$ cat config.mk
export PLATFORM = sky130hd
export DESIGN_NAME = adder_sum_accumulator_flat
export DESIGN_NICKNAME = d
export VERILOG_FILES = /design/src/rtl/adder_sum_accumulator_if.sv /design/src/rtl/adder_sum_accumulator.sv /design/src/flat_wrapper.sv
export SDC_FILE = /design/constraint.sdc
export NUM_CORES = 1
export LEC_CHECK = 0
export CORE_ASPECT_RATIO = 1.5
export CORE_UTILIZATION = 55
export CTS_CLUSTER_DIAMETER = 60
export CTS_CLUSTER_SIZE = 12
export DETAILED_ROUTE_END_ITERATION = 6
export PLACE_DENSITY = 0.8
export SYNTH_ARGS = -nofsm -noshare
export SYNTH_HDL_FRONTEND = slang
export SYNTH_SLANG_ARGS = --single-unit
$ cat constraint.sdc
create_clock -name clk -period 3 [get_ports clk]
set_input_delay 0.6 -clock clk [delete_from_list [all_inputs] [get_ports clk]]
set_output_delay 0.6 -clock clk [all_outputs]
set_load 0.005 [all_outputs]
$ cat src/rtl/adder_sum_accumulator_if.sv
// Bus bundle for the adder sum accumulator: the incoming sum channel
// (with its flush side-band) and the outgoing block-result channel.
//
// Handshake semantics (both channels): a transfer happens on a rising clk
// edge where valid && ready are both high. The producer holds valid and
// its payload stable until that transfer. Ready may be asserted without
// valid. Neither side's ready may depend combinationally on valid.
interface adder_sum_accumulator_if #(
    parameter int SUM_W = 9,
    parameter int ACC_W = 16
);
    logic             sum_valid;
    logic             sum_ready;
    logic [SUM_W-1:0] sum_in;
    logic             flush;
    logic             acc_valid;
    logic             acc_ready;
    logic [ACC_W-1:0] acc_out;
    logic [7:0]       acc_cnt;
    logic             acc_sat;

    // Upstream producer / downstream consumer side (the environment)
    modport master (
        output sum_valid, sum_in, flush, acc_ready,
        input  sum_ready, acc_valid, acc_out, acc_cnt, acc_sat
    );

    // Accumulator side
    modport slave (
        input  sum_valid, sum_in, flush, acc_ready,
        output sum_ready, acc_valid, acc_out, acc_cnt, acc_sat
    );
endinterface

$ cat src/rtl/adder_sum_accumulator.sv
// Adder sum accumulator: sums blocks of BLOCK_LEN unsigned adder results
// (or a shorter block closed early by flush) into a saturating ACC_W-bit
// total, then offers {total, count, saturated} downstream. All outputs
// are registered; state_dbg exposes the FSM state (0 = ACCUM, 1 = HOLD).
module adder_sum_accumulator #(
    parameter int SUM_W     = 9,
    parameter int ACC_W     = 16,
    parameter int BLOCK_LEN = 4
) (
    input  logic                    clk,
    input  logic                    reset,
    adder_sum_accumulator_if.slave  bus,
    output logic                    state_dbg
);

    typedef enum logic {
        ACCUM = 1'b0,
        HOLD  = 1'b1
    } state_t;

    localparam logic [7:0] BLOCK_CNT = 8'(BLOCK_LEN);

    state_t           state_q, state_d;
    logic [ACC_W-1:0] acc_q, acc_d;
    logic [7:0]       cnt_q, cnt_d;
    logic             sat_q, sat_d;
    logic             ready_q, ready_d;
    logic             valid_q, valid_d;
    logic [ACC_W-1:0] out_q, out_d;
    logic [7:0]       ocnt_q, ocnt_d;
    logic             osat_q, osat_d;

    logic             accept;
    logic [ACC_W:0]   sum_wide;
    logic [ACC_W-1:0] acc_upd;
    logic [7:0]       cnt_upd;
    logic             sat_upd;
    logic             close;

    // Candidate post-accept values: one extra bit catches the carry out,
    // which clamps the total to all-ones and marks the block saturated.
    always_comb begin
        accept   = bus.sum_valid && ready_q;
        sum_wide = {1'b0, acc_q} + {{(ACC_W + 1 - SUM_W){1'b0}}, bus.sum_in};
        acc_upd  = sum_wide[ACC_W] ? {ACC_W{1'b1}} : sum_wide[ACC_W-1:0];
        cnt_upd  = cnt_q + 8'd1;
        sat_upd  = sat_q | sum_wide[ACC_W];
    end

    // Next-state and next-register logic; every register holds by default
    always_comb begin
        state_d = state_q;
        acc_d   = acc_q;
        cnt_d   = cnt_q;
        sat_d   = sat_q;
        ready_d = ready_q;
        valid_d = valid_q;
        out_d   = out_q;
        ocnt_d  = ocnt_q;
        osat_d  = osat_q;
        close   = 1'b0;
        case (state_q)
            ACCUM: begin
                // ready comes up on the first edge after reset release
                ready_d = 1'b1;
                if (accept) begin
                    acc_d = acc_upd;
                    cnt_d = cnt_upd;
                    sat_d = sat_upd;
                end
                // A flush with nothing accumulated and no accept is a no-op
                close = (accept && (cnt_upd == BLOCK_CNT)) ||
                        (bus.flush && ((cnt_q != 8'd0) || accept));
                if (close) begin
                    out_d   = accept ? acc_upd : acc_q;
                    ocnt_d  = accept ? cnt_upd : cnt_q;
                    osat_d  = accept ? sat_upd : sat_q;
                    valid_d = 1'b1;
                    ready_d = 1'b0;
                    state_d = HOLD;
                end
            end
            HOLD: begin
                // Result is frozen until the downstream takes it
                if (valid_q && bus.acc_ready) begin
                    valid_d = 1'b0;
                    acc_d   = '0;
                    cnt_d   = 8'd0;
                    sat_d   = 1'b0;
                    ready_d = 1'b1;
                    state_d = ACCUM;
                end
            end
            default: state_d = ACCUM;
        endcase
    end

    // State and datapath registers; reset discards any partial block
    always_ff @(posedge clk or negedge reset) begin
        if (!reset) begin
            state_q <= ACCUM;
            acc_q   <= '0;
            cnt_q   <= 8'd0;
            sat_q   <= 1'b0;
            ready_q <= 1'b0;
            valid_q <= 1'b0;
            out_q   <= '0;
            ocnt_q  <= 8'd0;
            osat_q  <= 1'b0;
        end else begin
            state_q <= state_d;
            acc_q   <= acc_d;
            cnt_q   <= cnt_d;
            sat_q   <= sat_d;
            ready_q <= ready_d;
            valid_q <= valid_d;
            out_q   <= out_d;
            ocnt_q  <= ocnt_d;
            osat_q  <= osat_d;
        end
    end

    assign bus.sum_ready = ready_q;
    assign bus.acc_valid = valid_q;
    assign bus.acc_out   = out_q;
    assign bus.acc_cnt   = ocnt_q;
    assign bus.acc_sat   = osat_q;
    assign state_dbg     = state_q;

endmodule

$ cat src/flat_wrapper.sv
// flat-port wrapper written by rule: the top's interface ports become plain ports
module adder_sum_accumulator_flat 
#(
    parameter int SUM_W     = 9,
    parameter int ACC_W     = 16,
    parameter int BLOCK_LEN = 4
)
  (clk, reset, state_dbg, bus_sum_valid, bus_sum_in, bus_flush, bus_acc_ready, bus_sum_ready, bus_acc_valid, bus_acc_out, bus_acc_cnt, bus_acc_sat);
  adder_sum_accumulator_if #(.SUM_W(SUM_W), .ACC_W(ACC_W)) bus_i ();
  input  logic clk;
  input  logic reset;
  output logic state_dbg;
  input wire logic [$bits(bus_i.sum_valid)-1:0] bus_sum_valid;
  input wire logic [$bits(bus_i.sum_in)-1:0] bus_sum_in;
  input wire logic [$bits(bus_i.flush)-1:0] bus_flush;
  input wire logic [$bits(bus_i.acc_ready)-1:0] bus_acc_ready;
  output wire logic [$bits(bus_i.sum_ready)-1:0] bus_sum_ready;
  output wire logic [$bits(bus_i.acc_valid)-1:0] bus_acc_valid;
  output wire logic [$bits(bus_i.acc_out)-1:0] bus_acc_out;
  output wire logic [$bits(bus_i.acc_cnt)-1:0] bus_acc_cnt;
  output wire logic [$bits(bus_i.acc_sat)-1:0] bus_acc_sat;
  assign bus_i.sum_valid = bus_sum_valid;
  assign bus_i.sum_in = bus_sum_in;
  assign bus_i.flush = bus_flush;
  assign bus_i.acc_ready = bus_acc_ready;
  assign bus_sum_ready = bus_i.sum_ready;
  assign bus_acc_valid = bus_i.acc_valid;
  assign bus_acc_out = bus_i.acc_out;
  assign bus_acc_cnt = bus_i.acc_cnt;
  assign bus_acc_sat = bus_i.acc_sat;
  adder_sum_accumulator #(.SUM_W(SUM_W), .ACC_W(ACC_W), .BLOCK_LEN(BLOCK_LEN)) u_core (.clk(clk), .reset(reset), .bus(bus_i), .state_dbg(state_dbg));
endmodule
Word level (Yosys, flattened, before mapping):

Cells that the tools add are included.

* bits in registers: 53
* word-level logic and storage cells: 43
* input port bits: 14
* output and inout bits: 28

* reduce and logical (&&, ||, !) cells: 9
* add/subtract/negate cells: 2
* bitwise operators: 2
* mux-type cells: 18
* eq/ne operators: 3

Operators with widths (number)
* two-way mux 16 bit: 3
* one-hot mux 16 bit (2 select lines): 1
* adder 16 x 9 -> 17 bit: 1
* two-way mux 8 bit: 2
* one-hot mux 8 bit (2 select lines): 1
* adder 8 x 1 -> 8 bit, second input constant: 1
* equality test 8 x 3 -> 1 bit, second input constant: 1
* one-hot mux 1 bit (2 select lines): 4
* nonzero test 8 bit: 1
* two-way mux 1 bit: 7
* logical AND 1 bit: 4
* AND reduction 2 bit: 2
* logical OR 1 bit: 2
* != test 2 x 1 -> 1 bit, second input constant: 1
* != test 2 bit, second input constant: 1
* NOT 1 bit: 1
* OR 1 bit: 1

Longest topological paths before layout:

* word-level depth: 6
* depth in mapped cells: 9

Least setup slack after synthesis:

No wires, ideal clock.

* kind: input to register
* start point: input port bus_sum_in[0]
* end point: register u_core.out_q[2], in the netlist u_core.bus.acc_out[2]
* data required time: 2.874 ns
* setup time: 0.126 ns
* stages: 9
* data arrival time: 2.392 ns
* slack: 0.482 ns
* path through: ha_1 > fa_1 > a21o_1 > a221oi_4 > o2bb2ai_4 > and3b_1 > buf_6 > a211oi_2 > o21ai_0

* word-level cells in the longest chain between the ends: 3

Ends and longest elaborated chain
* start, declared: line flat_wrapper.sv:14 `input wire logic [$bits(bus_i.sum_in)-1:0] bus_sum_in;`
* adder 16 x 9 -> 17 bit: line adder_sum_accumulator.sv:44 `sum_wide = {1'b0, acc_q} + {{(ACC_W + 1 - SUM_W){1'b0}}, bus.sum_in};`
* two-way mux 16 bit: line adder_sum_accumulator.sv:45 `acc_upd = sum_wide[ACC_W] ? {ACC_W{1'b1}} : sum_wide[ACC_W-1:0];`
* two-way mux 16 bit: line adder_sum_accumulator.sv:75 `out_d = accept ? acc_upd : acc_q;`
* end signal, assigned: line adder_sum_accumulator.sv:117 `out_q <= out_d;`
* end, declared: line adder_sum_accumulator.sv:29 `logic [ACC_W-1:0] out_q, out_d;`

No other way between the ends.
A chain may end at the register's enable or synchronous reset.

Worst setup path in the final report:

Same ends and word-level chain as after synthesis.

==> flow_summary.toml <==
[drt]
drc = 0
via_count = 2624
wire_per_inst_um = 16.30
drtAntennaViolNets = 0
firstDrtPassIters = 4
drt_iter0_drc = 168
viasPerCell = 5.857
routed_wl_um = 7302

[floorplan]
initial_utilization_pct = 56.57
die_area_um2 = 5915
core-area_um2 = 5450
num_rows = 33
ios = 42
die_h_um = 93.70
die_x_um = 63.13

[critical_path]
rrSetupSlack_ns = 0.58
crit_path_end_kind = "register"
setup.worst_path.class = "in -> reg"
worstPathMaxFanout = 9
critPathLaunchType = "primary input"
critPathRequiredTime_ns = 3.21
arrival_ns = 2.92

[logic_synthesis]
synth_seq_cells = 53
synth_edf_count = 0
synth.distinct_cells = 53
async_flop_share_pct = 100.0
postSynthCellCount = 333
syn_area_um2 = 3083
synth_flop_cell = "dfrtp_1"
synth_nets = 360
yosysSeqAreaShare_pct = 43.02
avgSynthCellArea_um2 = 9.258
ys_warn_count = 0

[sta]
slew_headroom_pct = 59.27
tns_ns = 0
hold_ws_ns = 0.2315
period_minus_slack_ns = 2.715
drv_slew = 0
max_freq_mhz = 368.4
rsz0062_at_grt = "false"
fin_skew_ns = 0.009923
tightest_slew_ns = 0.6069
period_share_pct = 90.48
finalHoldViolations = 0
setup_violations = 0

[job]
drv_cap = 0

[power]
p_per_area_nw_per_um2 = 855.9
ir_worst_vdd_mv = 0.6049
leakagePower_nw = 1.584

[place]
dpl_cell_area_um2 = 3598
globalplace.congestion = 0.9563
dp.final_hpwl_um = 5227
port_buffers = 41

[grt]
grt_use_total_pct = 26.60
antenna_found_initial = 0
grt.overflow.total = 0
grt_pass1_vias = 2592
grt_pass1_wl_um = 11970
grt_max_degree = 28

[clock_tree]
clk_latency_ns = 0.31
cts_tree = "done"
post_cts_resized = 0
cts-root-buf = "clkbuf_8"
h-tree-depth = 2
ctsHoldBuffers = 0
clock-sinks = 53
cts_setup_buffers = 0
numCtsBuffers = 5
clkTransAtPathRegs_ns = 0.10
clockBufferDepth = 2

[layout]
stdcell_area_um2 = 3679
layout_commonest_cell = "dfrtp_1"
final_util_pct = 67.49
num_antenna_cells = 0
final_cell_mix = "dfrtp_1 (53), nand2_1 (49), clkdlybuf4s50_1 (40), o21ai_0 (35), a21oi_1 (28)"
layout-drive-gt1-share_pct = 7.937
fill_cells = 460
nNetsFinal = 404
synthToLayoutAreaGrowth_pct = 19.32

[outcome]
outcome = "finished clean"

[min_path]
hold_class = "in -> async"
-- cell type report --
cell class	instances	area [um2]	area share [%]
Inverter	11	41.29	1.122
Tap cell	70	87.58	2.381
Timing Repair Buffer	55	523.0	14.22
Clock buffer	8	80.08	2.177
Multi-Input combinational cell	251	1620	44.05
Sequential cell	53	1326	36.05
-- path summary, 6_finish.rpt --
kind | start | to | cells past startpoint
setup / recovery | bus_sum_in[0] | u_core.bus.acc_out[2] | 9
setup reg to reg | u_core.acc_q[0] | u_core.bus.acc_out[2] | 8
hold reg to reg | u_core.bus.acc_out[3] | u_core.bus.acc_out[3] | 1
min in group clk | u_core.bus.acc_out[3] | u_core.bus.acc_out[3] | 1
max in group asynchronous | reset | u_core.sat_q | 2
hold / removal | reset | u_core.bus.acc_out[3] | 1
-- cells by family after synthesis --
logic type,share of synthesized area (%)
multiplexers,1.623
flip-flops,43.02
adder cells (fa/ha/maj),5.519
XOR/XNOR,5.966
AND/OR/NAND/NOR,14.77
AO/OA/AOI/OAI,24.31
buffers and inverters,4.789
-- through the flow --
| stage | std cells | worst slack [ns] | total power [mW] |
|---|---|---|---|
| after global routing | 448 | 0.1672 | 3.400 |
| after global placement | 440 | -0.01010 | 2.690 |
| final | 448 | 0.2855 | 3.148 |
| after CTS | 448 | 0.2880 | 3.152 |
| after detailed placement | 440 | -0.04458 | 2.750 |
| after floorplan | 333 | 0.4822 | 2.104 |
-- Yosys cell counts (3+ instances only) --
library cell | count | area [um2]
o22ai_1 | 6 | 37.54
inv_1 | 11 | 41.29
o21ai_1 | 3 | 15.01
nor2b_1 | 4 | 25.02
xor2_1 | 4 | 35.03
clkbuf_1 | 8 | 30.03
buf_6 | 4 | 45.04
nand3_1 | 7 | 35.03
o221ai_1 | 3 | 26.28
nand2_1 | 49 | 183.9
a211oi_1 | 4 | 30.03
nor2_1 | 20 | 75.07
mux2i_1 | 5 | 50.05
a21oi_1 | 28 | 140.1
nor3_1 | 3 | 15.01
o21ai_0 | 35 | 175.2
buf_2 | 3 | 15.01
o2bb2ai_1 | 5 | 43.79
and2_1 | 3 | 18.77
ha_1 | 12 | 150.1
nand3b_1 | 3 | 22.52
xnor2_1 | 17 | 148.9
dfrtp_1 | 53 | 1326
a21o_1 | 6 | 45.04
nand4_1 | 3 | 18.77
-- report_power, final --
part	switching [mW]	leakage, nW	internal, mW
sequential	0.176	0.698	0.924
combinational	0.875	0.847	0.774
clock	0.234	0.0395	0.167
total	1.28	1.58	1.86
-- metal layers --
| metal | up-vias | global-route usage, % | wire length [um] |
|---|---|---|---|
| li1 | 1268 | - | - |
| met1 | 1260 | 31.57 | 2870 |
| met2 | 80 | 46.42 | 3815 |
| met3 | 16 | 3.762 | 401 |
| met4 | 0 | 13.37 | 215 |
| met5 | - | 0 | 0 |
-- critical path, stage by stage --
cell             delay (ns)
clkdlybuf4s50_1        0.40
ha_1                   0.23
fa_1                   0.41
a21o_1                 0.24
a221oi_4               0.29
o2bb2ai_4              0.12
and3b_1                0.30
a211oi_2               0.23
o21ai_0                0.09
-- flip-flops by register name, indices dropped and copies added, names as in the netlist --
signal                count
u_core.bus.acc_out       16
u_core.bus.acc_cnt        8
u_core.bus.acc_valid      1
u_core.bus.acc_sat        1
u_core.state_dbg          1
u_core.bus.sum_ready      1
u_core.cnt_q              8
u_core.sat_q              1
u_core.acc_q             16
No activity file was read; power rests on OpenSTA's default activity.
